## src/rtl/uart_pkg.sv

```systemverilog
// Shared types and constants for the UART receive controller.
// Also defines the helper used to pick the bit value from three line samples.
package uart_pkg;

  typedef enum logic [2:0] {
    ST_IDLE,
    ST_START,
    ST_DATA,
    ST_PARITY,
    ST_STOP,
    ST_ERR_CHK,
    ST_DATA_VLD
  } state_e;

  localparam int PRESC_8  = 8;
  localparam int PRESC_16 = 16;
  localparam int PRESC_32 = 32;

  localparam logic PAR_EVEN = 1'b0;
  localparam logic PAR_ODD  = 1'b1;

  function automatic logic majority3(input logic a, input logic b, input logic c);
    return (a & b) | (a & c) | (b & c);
  endfunction

endpackage

```

## src/rtl/uart_rx_ctrl_if.sv

```systemverilog
// Output bundle of the UART receiver: received word, status pulses and busy.
// brk_det exists only when UART_RX_BREAK_DET_EN is defined.
interface uart_rx_ctrl_if #(
  parameter int DATA_W = 8
);
  logic [DATA_W-1:0] p_data;
  logic              data_valid;
  logic              par_err;
  logic              stp_err;
  logic              busy;
`ifdef UART_RX_BREAK_DET_EN
  logic              brk_det;

  modport master (output p_data, data_valid, par_err, stp_err, busy, brk_det);
  modport slave  (input  p_data, data_valid, par_err, stp_err, busy, brk_det);
`else
  modport master (output p_data, data_valid, par_err, stp_err, busy);
  modport slave  (input  p_data, data_valid, par_err, stp_err, busy);
`endif
endinterface

```

## src/rtl/uart_rx_sampler.sv

```systemverilog
// Mid-bit 2-of-3 majority sampler; smp_vld is high for the one cycle after
// the voted bit is registered.
module uart_rx_sampler
  import uart_pkg::*;
#(
  parameter int PRESC_W = 6
) (
  input  logic               clk,
  input  logic               rst,
  input  logic               rx_in,
  input  logic [PRESC_W-1:0] prescale,
  input  logic [PRESC_W-1:0] edge_cnt,
  output logic               smp_bit,
  output logic               smp_vld
);

  logic [PRESC_W-1:0] half;
  logic s0_q, s0_d, s1_q, s1_d, bit_q, bit_d, vld_q, vld_d;

  // Third sample is taken live so the vote is ready right after the window.
  always_comb begin
    half  = prescale >> 1;
    s0_d  = s0_q;
    s1_d  = s1_q;
    bit_d = bit_q;
    vld_d = 1'b0;
    if (edge_cnt == half - PRESC_W'(1)) s0_d = rx_in;
    if (edge_cnt == half)               s1_d = rx_in;
    if (edge_cnt == half + PRESC_W'(1)) begin
      bit_d = majority3(s0_q, s1_q, rx_in);
      vld_d = 1'b1;
    end
  end

  always_ff @(posedge clk) begin
    if (rst) begin
      s0_q  <= 1'b1;
      s1_q  <= 1'b1;
      bit_q <= 1'b1;
      vld_q <= 1'b0;
    end else begin
      s0_q  <= s0_d;
      s1_q  <= s1_d;
      bit_q <= bit_d;
      vld_q <= vld_d;
    end
  end

  assign smp_bit = bit_q;
  assign smp_vld = vld_q;

endmodule

```

## src/rtl/uart_rx_ctrl.sv

```systemverilog
// Oversampling UART receiver: FSM, bit/edge counters, deserialiser and parity.
// Optional break detection is enabled with UART_RX_BREAK_DET_EN.
module uart_rx_ctrl
  import uart_pkg::*;
#(
  parameter int DATA_W  = 8,
  parameter int PRESC_W = 6
) (
  input  logic               clk,
  input  logic               rst,
  input  logic               rx_in,
  input  logic [PRESC_W-1:0] prescale,
  input  logic               par_en,
  input  logic               par_typ,
  input  logic               stp2_en,
  uart_rx_ctrl_if.master     rx_if
);

  localparam int BIT_W = 4;

  state_e             state_q, state_d;
  logic [PRESC_W-1:0] edge_cnt_q, edge_cnt_d, presc_q, presc_d;
  logic [BIT_W-1:0]   bit_cnt_q, bit_cnt_d, last_data, last_stop;
  logic [DATA_W-1:0]  shift_q, shift_d, p_data_q, p_data_d;
  logic par_en_q, par_en_d, par_typ_q, par_typ_d, stp2_en_q, stp2_en_d;
  logic par_bad_q, par_bad_d, stp_bad_q, stp_bad_d;
  logic data_valid_q, data_valid_d, par_err_q, par_err_d;
  logic stp_err_q, stp_err_d, busy_q, busy_d;
  logic counting, bit_end, smp_bit, smp_vld;
`ifdef UART_RX_BREAK_DET_EN
  logic nz_q, nz_d, brk_wait_q, brk_wait_d, brk_det_q, brk_det_d;
`endif

  uart_rx_sampler #(.PRESC_W(PRESC_W)) u_sampler (
    .clk      (clk),
    .rst      (rst),
    .rx_in    (rx_in),
    .prescale (presc_q),
    .edge_cnt (edge_cnt_q),
    .smp_bit  (smp_bit),
    .smp_vld  (smp_vld)
  );

  // Bit index 0 is the start bit; data, parity and stop bits follow.
  assign last_data = BIT_W'(DATA_W);
  assign last_stop = BIT_W'(DATA_W + 1) + BIT_W'(par_en_q) + BIT_W'(stp2_en_q);

  always_comb begin
    state_d      = state_q;
    edge_cnt_d   = '0;
    bit_cnt_d    = '0;
    presc_d      = presc_q;
    par_en_d     = par_en_q;
    par_typ_d    = par_typ_q;
    stp2_en_d    = stp2_en_q;
    shift_d      = shift_q;
    p_data_d     = p_data_q;
    par_bad_d    = par_bad_q;
    stp_bad_d    = stp_bad_q;
    data_valid_d = 1'b0;
    par_err_d    = 1'b0;
    stp_err_d    = 1'b0;
`ifdef UART_RX_BREAK_DET_EN
    nz_d         = nz_q;
    brk_wait_d   = brk_wait_q;
    brk_det_d    = 1'b0;
`endif
    counting = state_q inside {ST_START, ST_DATA, ST_PARITY, ST_STOP};
    bit_end  = (edge_cnt_q == presc_q - PRESC_W'(1));

    if (counting) begin
      edge_cnt_d = bit_end ? '0 : edge_cnt_q + PRESC_W'(1);
      bit_cnt_d  = bit_end ? bit_cnt_q + BIT_W'(1) : bit_cnt_q;
    end

    case (state_q)
      ST_IDLE: begin
`ifdef UART_RX_BREAK_DET_EN
        if (brk_wait_q) begin
          if (rx_in) brk_wait_d = 1'b0;
        end else
`endif
        if (!rx_in) state_d = ST_START;
      end
      ST_START: if (bit_end) state_d = smp_bit ? ST_IDLE : ST_DATA;
      ST_DATA: if (bit_end) begin
        shift_d = {smp_bit, shift_q[DATA_W-1:1]};
        if (bit_cnt_q == last_data) state_d = par_en_q ? ST_PARITY : ST_STOP;
      end
      ST_PARITY: if (bit_end) begin
        par_bad_d = (smp_bit != ((^shift_q) ^ (par_typ_q == PAR_ODD)));
`ifdef UART_RX_BREAK_DET_EN
        nz_d      = nz_q | smp_bit;
`endif
        state_d   = ST_STOP;
      end
      // Leave as soon as the last stop bit is voted so a following start bit is not missed.
      ST_STOP: if (smp_vld) begin
        stp_bad_d = stp_bad_q | ~smp_bit;
`ifdef UART_RX_BREAK_DET_EN
        nz_d      = nz_q | smp_bit;
`endif
        if (bit_cnt_q == last_stop) state_d = ST_ERR_CHK;
      end
      ST_ERR_CHK: begin
        state_d = ST_IDLE;
`ifdef UART_RX_BREAK_DET_EN
        if ((shift_q == '0) && !nz_q) begin
          brk_det_d  = 1'b1;
          brk_wait_d = 1'b1;
        end else
`endif
        if (stp_bad_q) begin
          stp_err_d = 1'b1;
        end else if (par_bad_q) begin
          par_err_d = 1'b1;
        end else begin
          data_valid_d = 1'b1;
          p_data_d     = shift_q;
          state_d      = ST_DATA_VLD;
        end
      end
      ST_DATA_VLD: state_d = rx_in ? ST_IDLE : ST_START;
      default: state_d = ST_IDLE;
    endcase

    // Configuration and per-frame flags are captured on every frame start.
    if (state_d == ST_START && !counting) begin
      presc_d   = prescale;
      par_en_d  = par_en;
      par_typ_d = par_typ;
      stp2_en_d = stp2_en;
      par_bad_d = 1'b0;
      stp_bad_d = 1'b0;
`ifdef UART_RX_BREAK_DET_EN
      nz_d      = 1'b0;
`endif
    end

    if (!(state_d inside {ST_START, ST_DATA, ST_PARITY, ST_STOP})) begin
      edge_cnt_d = '0;
      bit_cnt_d  = '0;
    end
    busy_d = (state_d != ST_IDLE);
  end

  always_ff @(posedge clk) begin
    if (rst) begin
      state_q      <= ST_IDLE;
      edge_cnt_q   <= '0;
      bit_cnt_q    <= '0;
      presc_q      <= '0;
      par_en_q     <= 1'b0;
      par_typ_q    <= 1'b0;
      stp2_en_q    <= 1'b0;
      shift_q      <= '0;
      p_data_q     <= '0;
      par_bad_q    <= 1'b0;
      stp_bad_q    <= 1'b0;
      data_valid_q <= 1'b0;
      par_err_q    <= 1'b0;
      stp_err_q    <= 1'b0;
      busy_q       <= 1'b0;
`ifdef UART_RX_BREAK_DET_EN
      nz_q         <= 1'b0;
      brk_wait_q   <= 1'b0;
      brk_det_q    <= 1'b0;
`endif
    end else begin
      state_q      <= state_d;
      edge_cnt_q   <= edge_cnt_d;
      bit_cnt_q    <= bit_cnt_d;
      presc_q      <= presc_d;
      par_en_q     <= par_en_d;
      par_typ_q    <= par_typ_d;
      stp2_en_q    <= stp2_en_d;
      shift_q      <= shift_d;
      p_data_q     <= p_data_d;
      par_bad_q    <= par_bad_d;
      stp_bad_q    <= stp_bad_d;
      data_valid_q <= data_valid_d;
      par_err_q    <= par_err_d;
      stp_err_q    <= stp_err_d;
      busy_q       <= busy_d;
`ifdef UART_RX_BREAK_DET_EN
      nz_q         <= nz_d;
      brk_wait_q   <= brk_wait_d;
      brk_det_q    <= brk_det_d;
`endif
    end
  end

  assign rx_if.p_data     = p_data_q;
  assign rx_if.data_valid = data_valid_q;
  assign rx_if.par_err    = par_err_q;
  assign rx_if.stp_err    = stp_err_q;
  assign rx_if.busy       = busy_q;
`ifdef UART_RX_BREAK_DET_EN
  assign rx_if.brk_det    = brk_det_q;
`endif

endmodule

```

## src/flat_wrapper.sv

```systemverilog
// flat-port wrapper written by rule: the top's interface ports become plain ports
module uart_rx_ctrl_flat import uart_pkg::*;
#(
  parameter int DATA_W  = 8,
  parameter int PRESC_W = 6
)
  (clk, rst, rx_in, prescale, par_en, par_typ, stp2_en, rx_if_p_data, rx_if_data_valid, rx_if_par_err, rx_if_stp_err, rx_if_busy);
  uart_rx_ctrl_if #(.DATA_W(DATA_W)) rx_if_i ();
  input  logic clk;
  input  logic rst;
  input  logic rx_in;
  input  logic [PRESC_W-1:0] prescale;
  input  logic par_en;
  input  logic par_typ;
  input  logic stp2_en;
  output wire logic [$bits(rx_if_i.p_data)-1:0] rx_if_p_data;
  output wire logic [$bits(rx_if_i.data_valid)-1:0] rx_if_data_valid;
  output wire logic [$bits(rx_if_i.par_err)-1:0] rx_if_par_err;
  output wire logic [$bits(rx_if_i.stp_err)-1:0] rx_if_stp_err;
  output wire logic [$bits(rx_if_i.busy)-1:0] rx_if_busy;
  assign rx_if_p_data = rx_if_i.p_data;
  assign rx_if_data_valid = rx_if_i.data_valid;
  assign rx_if_par_err = rx_if_i.par_err;
  assign rx_if_stp_err = rx_if_i.stp_err;
  assign rx_if_busy = rx_if_i.busy;
  uart_rx_ctrl #(.DATA_W(DATA_W), .PRESC_W(PRESC_W)) u_core (.clk(clk), .rst(rst), .rx_in(rx_in), .prescale(prescale), .par_en(par_en), .par_typ(par_typ), .stp2_en(stp2_en), .rx_if(rx_if_i));
endmodule
```

## config.mk

```make
export PLATFORM = sky130hd
export DESIGN_NAME = uart_rx_ctrl_flat
export DESIGN_NICKNAME = d
export VERILOG_FILES = /design/src/rtl/uart_pkg.sv /design/src/rtl/uart_rx_ctrl_if.sv /design/src/rtl/uart_rx_sampler.sv /design/src/rtl/uart_rx_ctrl.sv /design/src/flat_wrapper.sv
export SDC_FILE = /design/constraint.sdc
export NUM_CORES = 1
export LEC_CHECK = 0
export ABC_AREA = 1
export ABC_CLOCK_PERIOD_IN_PS = 3900
export CAP_MARGIN = 25
export CORE_ASPECT_RATIO = 0.6
export CORE_UTILIZATION = 40
export DETAILED_ROUTE_END_ITERATION = 10
export PLACE_DENSITY = 0.68
export SKIP_LAST_GASP = 1
export SLEW_MARGIN = 0
export SYNTH_ARGS = -nofsm -noshare
export SYNTH_HDL_FRONTEND = slang
export SYNTH_SLANG_ARGS = --single-unit
export TNS_END_PERCENT = 50
```

## constraint.sdc

```tcl
create_clock -name clk -period 3.9 [get_ports clk]
set_input_delay 0.39 -clock clk [delete_from_list [all_inputs] [get_ports clk]]
set_output_delay 0.39 -clock clk [all_outputs]
set_load 0.05 [all_outputs]
```

**Yosys cells after proc, flatten, opt, wreduce, memory -nomap -nowiden**

Index checks and enable logic that the tools add are counted.

- Bits in registers: 48
- Bits in latches: 0
- Memory bits (writable): 0
- ROM bits: 0
- Output and inout bits: 12
- Logic and storage cells: 89
- Memories: 0

- Add/subtract/negate cells: 7
- Multiply operators: 0
- Div/mod/pow operators: 0
- Order comparisons: 0
- Equality and inequality tests: 17
- Shift-type cells: 0
- Multiplexer cells: 17
- Bitwise gates (word level): 13
- Reduce and logical (&&, ||, !) cells: 16

Operators by type and width:

| kind | count |
|---|---|
| $mux W3 | 10 |
| $pmux W3 S7 | 1 |
| $eq A6 B6 Y1 | 3 |
| $eq A3 B2 Y1 const B | 4 |
| $eq A3 B3 Y1 const B | 4 |
| $reduce_bool A4 Y1 | 2 |
| $reduce_xor A8 Y1 | 1 |
| $add A5 B1 Y6 const B | 1 |
| $add A6 B1 Y6 const B | 1 |
| $eq A3 B1 Y1 const B | 2 |
| $eq A6 B5 Y1 | 1 |
| $not A1 Y1 | 6 |
| $reduce_and A2 Y1 | 3 |
| $reduce_or A3 Y1 | 2 |
| $sub A5 B1 Y6 const B | 1 |
| $sub A6 B1 Y6 const B | 1 |
| $mux W1 | 5 |
| $add A4 B1 Y4 | 1 |
| $add A4 B1 Y4 const A | 1 |
| $add A4 B1 Y4 const B | 1 |
| $eq A4 B4 Y1 | 1 |
| $eq A4 B4 Y1 const B | 1 |
| $reduce_or A2 Y1 | 2 |
| $reduce_or A4 Y1 | 1 |
| other kinds (10) | 14 |

**Depth between registers and ports, before layout**

Gate-level depths: netlist (run 1).

- Word-level depth: 10
- Depth in mapped cells: 17
- Mapped depth without buffers: 17

**Modules after synthesis**

A second synthesis (run 1) with hierarchy kept.

- Cells, all modules: 394
- Area, all modules: 2713.9 um^2

By module, submodules not included:

| module | times used | cells each | area each (um^2) | seq. area each (um^2) |
|---|---|---|---|---|
| uart_rx_ctrl | 1 | 289 | 2179.6 | 880.8 |
| uart_rx_sampler | 1 | 105 | 534.3 | 80.1 |

**Worst setup path before layout (run 1)**

No wires, ideal clock.

- Path type: register to register
- Start: reg u_core.presc_q[1]
- End: reg u_core.edge_cnt_q[0]
- Library setup time: 0.119 ns
- Arrival time: 1.858 ns
- Data required time: 3.781 ns
- Path slack: 1.923 ns
- Cell stages (with the launch flop): 15
- Path buffers: 0
- Clock period less this slack: 1.977 ns
- Path through: dfxtp_1 > inv_1 > ha_1 > inv_1 > nand2_1 > nand2_1 > nor2_4 > nand3_4 > nor2_8 > nand2_4 > nor2_4 > nor2_1 > o21bai_4 > nand4_4 > nor2_2

- Longest elaborated chain between the ends: 8
- Elaborated cells on any way between the ends: 13
- Those cells by class: add/sub: 1; eq/ne: 5; mux: 4; bitwise: 1; reduce/logical: 2

Ends and longest elaborated chain:

| what | RTL line | source |
|---|---|---|
| start: declaration | uart_rx_ctrl.sv:22 | `logic [PRESC_W-1:0] edge_cnt_q, edge_cnt_d, presc_q, presc_d;` |
| start signal: assignment | uart_rx_ctrl.sv:173 | `presc_q <= presc_d;` |
| $sub A6 B1 Y6 (*) | uart_rx_ctrl.sv:69 | `bit_end = (edge_cnt_q == presc_q - PRESC_W'(1));` |
| $eq A6 B6 Y1 (*) | uart_rx_ctrl.sv:69 |  |
| $mux W3, on equally long branches | uart_rx_ctrl.sv:90, uart_rx_ctrl.sv:85, uart_rx_ctrl.sv:86 |  |
| $pmux W3 S7 | uart_rx_ctrl.sv:76 | `case (state_q)` |
| $eq A3 B1 Y1 (tied with other cells) | uart_rx_ctrl.sv:140 | `if (!(state_d inside {ST_START, ST_DATA, ST_PARITY, ST_STOP})) begin` |
| $reduce_bool A4 Y1 | uart_rx_ctrl.sv:140 |  |
| $not A1 Y1 (no source line) | -- |  |
| $reduce_or A4 Y1 (no source line) (*) | -- |  |
| end signal: assignment | uart_rx_ctrl.sv:171 | `edge_cnt_q <= edge_cnt_d;` |
| end: declaration | uart_rx_ctrl.sv:22 |  |

Mark *: on every way between the ends. The rest lies on a longest branch, timed or not.
A chain may end at the register's enable or synchronous reset.

**Worst setup path in the final report (run 1)**

- Start: reg u_core.presc_q[1]
- End: reg u_core.edge_cnt_q[1]

The elaborated chain is that of the path after synthesis.

==> flow_summary.ini, run 1 <==
[status]
status = finished clean

[clock_tree]
cts_resized = 0
clock_sinks = 48
ctsHtreeMaxLevel = 2
clockBufferDepth = 2
cts_root_buf = clkbuf_8
clk_pin_slew_ns = 0.09
tritoncts = done
cts_buffers = 5
cts_setup_buffers = 0
worstSkewPairLatency_ns = 0.30
ctsHoldBuffers = 0

[critical_path]
required_ns = 4.13
crit_type = reg -> reg
worstPathMaxFanout = 9
r2r_start = u_core.presc_q[1]
reg2reg_depth = 14
cp-end-kind = register
arrival_ns = 2.55
timing.rr.end = u_core.edge_cnt_q[1]
rrSetupSlack_ns = 1.58
startpoint_type = register

[detailed_routing]
drtIter0Drc = 138
drc = 0
firstDrtPassIters = 4
ant_nets = 0
routed-via-count = 2193
drt_wl_total_um = 5740
wire_per_inst_um = 12.7
avgViaCountPerCell = 4.86

[grt]
grt_pass1_wl_um = 9680
use_met1_pct = 29.2
grt_max_degree = 19
grt_use_met2_pct = 24.0
grt_util_met3_pct = 3.88
overflow = 0
grt_pass1_vias = 1981
grtUsageTotal_pct = 18.4
busiest_layer = met1
antenna_found_initial = 0

[timing]
timing.setup.tns_ns = 0
setup_viol = 0
rsz0062_at_grt = false
worst_slew_pin_slew_ns = 0.631
hold_violations = 0
drv_slew = 0
skew_ns = 0.00595
fmaxAchievable_mhz = 431
period_share_pct = 59.4
fin_crit_ns = 2.32
slew_headroom_pct = 57.6

[synth]
synth_commonest_cells = 56 x nor2_1, 48 x dfxtp_1, 45 x nand2_1, 34 x inv_1, 30 x o21ai_0
syn_area_mm2 = 0.00259
ys_seq_elements = 48
synth_area_leaders = dfxtp_1 37%, nor2_1 8.1%, nand2_1 6.5%
synth.most_common_cell = nor2_1
ys_seq_area_share_pct = 37.0
synth.distinct_cells = 36
syn-num-nets = 364
yosysTopAreaCellShare_pct = 37.0
synthFlopType = dfxtp_1
yosysWarnings = 0
syn_inst = 344
yosys.area.top_type = dfxtp_1
synth.avg_cell_area_um2 = 7.54
synth_edf_count = 0
synthArstFlopShare_pct = 0

[finish]
n_antenna_cell = 0
syn_to_final_growth_pct = 15.7
layout.nets = 388
stdcell_area_mm2 = 0.00300
layout-drive-gt1-share_pct = 13.6
final_cells = 451
nFillCells = 628

[min_path]
hold_end = u_core.stp2_en_q
hold_start = u_core.stp2_en_q
holdPathStages = 2
hold_class = reg -> reg

[placement]
routabilityCongestion = 0.930
hpwl_um = 4360
dpl-instance-area_mm2 = 0.00290
io_buffers = 23
dpl.cell_count = 445

[floorplanning]
fp-row-count = 22
io_pins = 24
dieArea_mm2 = 0.00682
die_width_um = 106
core_mm2 = 0.00619
die_y_um = 64.4
start_util_pct = 41.9

[power_and_ir_drop]
p_leak_nw = 1.31
p_per_area_mw_per_mm2 = 341
vdd_drop_max_mv = 0.125

[flow_run]
drv_cap = 0
## cells by family after synthesis
group | after synthesis | share of synthesized area [%]
flops | 48 | 37.0
simple gates | 154 | 30.4
fa+ha+maj | 8 | 3.86
xor+xnor | 24 | 8.10
compound gates | 57 | 12.5
buf+inv | 53 | 8.01
## worst max-delay path, stage by stage, from the launching register on
cell	delay [ns]
dfxtp_1	0.34
inv_1	0.17
ha_1	0.26
nand2_1	0.07
nor2_1	0.13
nand3_1	0.09
nand2_1	0.09
nand2_2	0.10
nor2_8	0.18
nand2_1	0.12
nand2_1	0.13
o21ai_2	0.10
nand3_4	0.14
nand4_4	0.17
nor2_2	0.15
## routing by layer
metal | wire [µm] | part of all wire, %
met2 | 2120 | 37
met5 | 0 | 0
met4 | 52 | 0.91
met1 | 3280 | 57
met3 | 292 | 5.1
## registers in the layout, indices dropped and copies added, names as in the netlist, 3 cells and up
signal	count
u_core.state_q	3
u_core.bit_cnt_q	4
u_core.presc_q	6
u_core.rx_if.p_data	8
u_core.edge_cnt_q	6
u_core.shift_q	8
## power breakdown
| group | total [W] | switching, W | leakage, nW | internal (W) |
|---|---|---|---|---|
| combinational | 0.000161 | 0.0000994 | 0.868 | 0.0000614 |
| clock | 0.000344 | 0.000159 | 0.0501 | 0.000184 |
| sequential | 0.000519 | 0.0000160 | 0.390 | 0.000503 |
## how the worst max path moves through the flow
stage,slack (ns),to,cells past startpoint,startpoint
6_report,1.58,u_core.edge_cnt_q[1],14,u_core.presc_q[1]
5_1_grt,1.36,u_core.edge_cnt_q[1],14,u_core.presc_q[1]
4_1_cts,1.59,u_core.edge_cnt_q[1],14,u_core.presc_q[1]
3_5_place_dp,1.43,u_core.par_en_q,5,rx_in
3_3_place_gp,1.52,u_core.presc_q[5],5,rx_in
2_1_floorplan,1.92,u_core.edge_cnt_q[0],14,u_core.presc_q[1]
## cells in the final DEF (no fill, tap or decap), drive strengths merged, types with 2 or more instances in the layout
cell,netlist,routed
a21oi,18,18
clkbuf,6,5
clkdlybuf4s50,0,23
dfxtp,48,48
ha,8,8
inv,46,46
nand2,53,53
nand3,18,18
nand4,5,5
nor2,66,66
nor3,7,7
nor4,3,3
o211a,2,2
o21ai,31,31
or2,2,2
xnor2,10,10
xor2,14,14
## cell type report
class                   count  area [µm²]  share of cell area, %
well taps                  84         105                   3.50
clock inverters             1        30.0                   1.00
flip-flops and latches     48         961                   32.0
inverters                  46         173                   5.75
multi-input cells         243        1430                   47.5
clock buffers               5        68.8                   2.29
repair buffers             24         238                   7.92
## through the flow
step	total power, W	hold WS (ns)	utilization (%)	setup WS, ns
4_1_cts	0.00103	0.480	48.4	1.59
2_1_floorplan	0.000649	0.435	-	1.92
5_1_grt	0.00107	0.513	48.4	1.36
3_3_place_gp	0.000688	0.460	46.8	1.52
3_5_place_dp	0.000689	0.466	46.8	1.43
6_report	0.00102	0.482	48.4	1.58
No activity file was read; power rests on OpenSTA's default activity.
==> inputs of run 2 (changes only) <==
--- a/config.mk
+++ b/config.mk
@@ -6,12 +6,12 @@
 export NUM_CORES = 1
 export LEC_CHECK = 0
 export ABC_AREA = 1
-export ABC_CLOCK_PERIOD_IN_PS = 3900
+export ABC_CLOCK_PERIOD_IN_PS = 2000
 export CAP_MARGIN = 25
 export CORE_ASPECT_RATIO = 0.6
 export CORE_UTILIZATION = 40
 export DETAILED_ROUTE_END_ITERATION = 10
-export PLACE_DENSITY = 0.68
+export PLACE_DENSITY = 0.7
 export SKIP_LAST_GASP = 1
 export SLEW_MARGIN = 0
 export SYNTH_ARGS = -nofsm -noshare
==> constraint.sdc (replaced) <==
create_clock -name clk -period 2 [get_ports clk]
set_input_delay 0.2 -clock clk [delete_from_list [all_inputs] [get_ports clk]]
set_output_delay 0.2 -clock clk [all_outputs]
set_load 0.05 [all_outputs]
==> flow_summary.ini, run 2 (synthesis gave the netlist of run 1 again) <==
[status]
status = complete, but fails checks
violations = negative setup slack

[placement]
io_buffers = 23
routabilityCongestion = 0.917
hpwl_um = 4550
dpl-instance-area_mm2 = 0.00310
dp_slack_ns = -0.104

[critical_path]
cp-endpoint = u_core.edge_cnt_q[0]
worstPathCellList = inv_1, ha_1, or2_2, nand4_1, nor2_1, nor2_2, nand3_4, o21bai_4, nand4_4, nor2_2
cp-end-kind = register
worstPathMaxFanout = 6
crit_start = u_core.par_en_q
arrival_ns = 2.28
worst-path-buf-inv = 1
reg2reg_depth = 10
crit_type = reg -> reg
cp_num_cells = 10
crit_path_max_incr_delay_ns = 0.33
crit_slowest_cell = dfxtp_2
crit_top_cell = nor2_2
cp_top_family = simple AND/OR/NAND/NOR gates
required_ns = 2.25
startpoint_type = register
rrSetupSlack_ns = -0.03
r2r_start = u_core.par_en_q
timing.rr.end = u_core.edge_cnt_q[0]

[timing]
fin_ws_ns = -0.0279
skew_ns = 0.0109
slew_headroom_pct = 58.4
worst_slew_pin_slew_ns = 0.618
fin_crit_ns = 2.03
hold_violations = 0
drv_slew = 0
rsz0062_at_grt = true
fmaxAchievable_mhz = 493
whs_ns = 0.472
period_share_pct = 101
timing.setup.tns_ns = -0.111
setup_viol = 7

[clock_tree]
ctsHtreeMaxLevel = 2
clock_sinks = 48
worstSkewPairLatency_ns = 0.31
cts_buffers = 5
clockBufferDepth = 2
clk_pin_slew_ns = 0.09
tritoncts = done
ctsHoldBuffers = 0
cts_root_buf = clkbuf_8

[detailed_routing]
avgViaCountPerCell = 4.80
wire_per_inst_um = 12.8
routed-via-count = 2333
drc = 0
ant_nets = 0
drtIter0Drc = 127
drt_wl_total_um = 6230
firstDrtPassIters = 4

[floorplanning]
die_width_um = 106
fp-row-count = 22
die_y_um = 64.4
core_mm2 = 0.00619
io_pins = 24
dieArea_mm2 = 0.00682
start_util_pct = 41.9

[finish]
syn_to_final_growth_pct = 31.3
layout_common_cells = 52 x nor2_1, 44 x dfxtp_1, 36 x nand2_1, 33 x buf_4, 31 x inv_1
nFillCells = 567
stdcell_area_mm2 = 0.00341
n_antenna_cell = 0
layout-drive-gt1-share_pct = 26.9
final_common_cell = nor2_1
layout.nets = 421

[grt]
grt_pass1_vias = 2195
overflow = 0
grt_pass1_wl_um = 10200
grtUsageTotal_pct = 19.3
antenna_found_initial = 0
grt_max_degree = 19

[power_and_ir_drop]
p_leak_nw = 1.52
p_per_area_mw_per_mm2 = 624
p_total_w = 0.00212
vdd_drop_max_mv = 0.320

[min_path]
hold_class = reg -> reg

[flow_run]
drv_cap = 0
-- run 2: stage by stage --
step	instances	util, %
5_1_grt	486	55.0
3_3_place_gp	470	50.1
3_5_place_dp	470	50.1
6_report	486	55.0
4_1_cts	484	53.8
2_1_floorplan	344	-
-- run 2: how the worst min path moves through the flow --
stage | start | end | slack (ns) | depth (start not counted)
floorplan | par_typ | u_core.par_typ_q | 0.33 | 2
global placement | u_core.u_sampler.s0_q | u_core.u_sampler.s0_q | 0.46 | 2
detailed placement | u_core.stp2_en_q | u_core.stp2_en_q | 0.47 | 2
CTS | u_core.stp2_en_q | u_core.stp2_en_q | 0.48 | 2
global route | u_core.stp2_en_q | u_core.stp2_en_q | 0.49 | 2
finish | u_core.stp2_en_q | u_core.stp2_en_q | 0.47 | 2
-- run 2: area by class of cell --
type	instances	area [µm²]	share of cell area [%]
Multi-Input combinational cell	243	1550	45.6
Sequential cell	48	966	28.4
Timing Repair Buffer	57	498	14.6
Tap cell	84	105	3.09
Inverter	46	175	5.14
Clock inverter	2	35.0	1.03
Clock buffer	6	72.6	2.13
-- run 2: repair_timing --
item,in CTS,in global routing
setup buffers,6,2
endpoints found under the setup margin,19,20
resized for setup,22,15
cloned,0,0
pin swaps,12,9
-- run 2: report_power, final --
part	total [W]	switching, W	internal (W)
logic	0.000418	0.000237	0.000181
registers	0.00101	0.0000265	0.000983
clock network	0.000697	0.000326	0.000371
total	0.00212	0.000589	0.00154
-- run 2: tightest hold or removal path, delay by kind of cell, from the launching register on --
| kind | cells | cell delay [ns] |
|---|---|---|
| compound gates | 1 | 0.06 |
| buf+inv | 1 | 0.07 |
| flops | 1 | 0.30 |
-- run 2: metal layers --
layer	up-vias	global-route usage, %	wire length (µm)
met4	0	5.38	72
met2	47	27.5	2520
met3	10	4.08	234
met1	1063	28.8	3410
li1	1213	-	-
met5	-	0	0
==> inputs of run 3 (changes only) <==
--- a/config.mk
+++ b/config.mk
@@ -11,7 +11,8 @@
 export CORE_ASPECT_RATIO = 0.6
 export CORE_UTILIZATION = 40
 export DETAILED_ROUTE_END_ITERATION = 10
-export PLACE_DENSITY = 0.7
+export DONT_BUFFER_PORTS = 1
+export PLACE_DENSITY = 0.65
 export SKIP_LAST_GASP = 1
 export SLEW_MARGIN = 0
 export SYNTH_ARGS = -nofsm -noshare
==> flow_summary.ini, run 3 (synthesis gave the netlist of run 1 again) <==
[grt]
grt_max_degree = 20
overflow = 0
grt_pass1_wl_um = 9880
antenna_found_initial = 0
grt_pass1_vias = 1990
grtUsageTotal_pct = 19.0

[floorplanning]
core_mm2 = 0.00619
die_width_um = 106
die_y_um = 64.4
io_pins = 24
dieArea_mm2 = 0.00682
start_util_pct = 41.9
fp-row-count = 22

[finish]
syn_to_final_growth_pct = 19.7
n_antenna_cell = 0
layout-drive-gt1-share_pct = 27.3
final_common_cell = nor2_1
stdcell_area_mm2 = 0.00310
layout_common_cells = 54 x nor2_1, 45 x dfxtp_1, 36 x nand2_1, 31 x inv_1, 31 x buf_4
layout.nets = 396
seq_area_um2 = 965
nFillCells = 603
multi_input_area_mm2 = 0.00152
final_core_util_pct = 50.1

[timing]
worst_slew_pin_slew_ns = 0.502
hold_violations = 0
fmaxAchievable_mhz = 504
drv_slew = 0
fin_crit_ns = 1.98
skew_ns = 0.00838
slew_headroom_pct = 66.2
setup_viol = 0
period_share_pct = 99.2
rsz0062_at_grt = true

[detailed_routing]
wire_per_inst_um = 13.1
drc = 0
firstDrtPassIters = 4
ant_nets = 0
drtIter0Drc = 122
routed-via-count = 2220
drt_wl_total_um = 6060
avgViaCountPerCell = 4.82

[critical_path]
worstPathMaxFanout = 6
reg2reg_depth = 16
arrival_ns = 2.23
timing.rr.end = u_core.edge_cnt_q[1]
r2r_start = u_core.presc_q[1]
rrSetupSlack_ns = 0.02
cp-end-kind = register
crit_type = reg -> reg
required_ns = 2.25
startpoint_type = register

[clock_tree]
tritoncts = done
clockBufferDepth = 2
cts_buffers = 5
cts_root_buf = clkbuf_8
clk_pin_slew_ns = 0.09
clock_sinks = 48
worstSkewPairLatency_ns = 0.31
ctsHtreeMaxLevel = 2

[status]
status = finished clean

[placement]
hpwl_um = 4530
routabilityCongestion = 0.951
dpl-instance-area_mm2 = 0.00287
io_buffers = 0

[min_path]
holdPathStages = 2
hold_start = rst
hold_class = in -> reg
hold_end = u_core.u_sampler.s1_q

[power_and_ir_drop]
p_total_w = 0.00199
p_per_area_mw_per_mm2 = 640
p_leak_nw = 1.37
vdd_drop_max_mv = 0.301

[flow_run]
drv_cap = 0
run 3: area by class of cell:
class / count / area share, %
clock buffers: 5 / 2.22
clock inverters: 3 / 0.766
inverters: 46 / 5.84
multi-input cells: 243 / 48.9
flip-flops and latches: 48 / 31.1
well taps: 84 / 3.39
repair buffers: 32 / 7.82
run 3: per-layer routing:
metal	track usage, %	wire [µm]	vias to the layer above
met1	30.0	3330	1010
met4	4.69	40	0
met2	24.7	2320	42
met5	0	0	-
met3	4.80	374	5
li1	-	-	1163
run 3: stage by stage:
stage / TNS, ns / setup slack, ns / instances / hold WS, ns
6_report: 0 / 0.0153 / 461 / 0.00836
5_1_grt: -1.12 / -0.134 / 461 / 0.0189
4_1_cts: 0 / 0.000389 / 459 / 0.00338
3_5_place_dp: -0.118 / -0.0228 / 448 / 0.276
3_3_place_gp: 0 / 0.0325 / 448 / 0.276
2_1_floorplan: 0 / 0.0228 / 344 / 0.335
run 3: what timing repair did:
item	4_1_cts	5_1_grt
buffers inserted	2	2
hold buffers	1	0
gates resized for setup	9	21
setup endpoints to repair	10	21
endpoints found under the hold margin	6	0
pin swaps	6	17
run 3: worst max-delay path by stage:
stage | end | from | slack (ns) | depth (start not counted)
final | u_core.edge_cnt_q[1] | u_core.presc_q[1] | 0.02 | 16
after global routing | u_core.edge_cnt_q[4] | u_core.par_en_q | -0.13 | 10
after detailed placement | u_core.edge_cnt_q[3] | u_core.presc_q[1] | -0.02 | 14
after floorplan | u_core.edge_cnt_q[0] | u_core.presc_q[1] | 0.02 | 14
after global placement | u_core.edge_cnt_q[5] | u_core.presc_q[1] | 0.03 | 14
after CTS | u_core.edge_cnt_q[0] | u_core.par_en_q | 0.0004 | 10
run 3: report_power, final:
group          internal [W]  total (W)  switching, W
clock network      0.000248   0.000601      0.000353
logic              0.000152   0.000368      0.000215
registers          0.000983    0.00102     0.0000334
total               0.00138    0.00199      0.000602
run 3: critical path, stage by stage (launching register included):
cell	delay (ns)
dfxtp_2	0.36
inv_4	0.06
ha_4	0.17
buf_4	0.13
nand2_1	0.05
nand3_1	0.06
nand2_1	0.10
nand2_2	0.11
inv_2	0.08
nand2_2	0.07
nand2_2	0.06
nand3_2	0.08
nand2_4	0.09
nand2_2	0.08
nand3_4	0.13
nand4_4	0.17
nor2_2	0.14
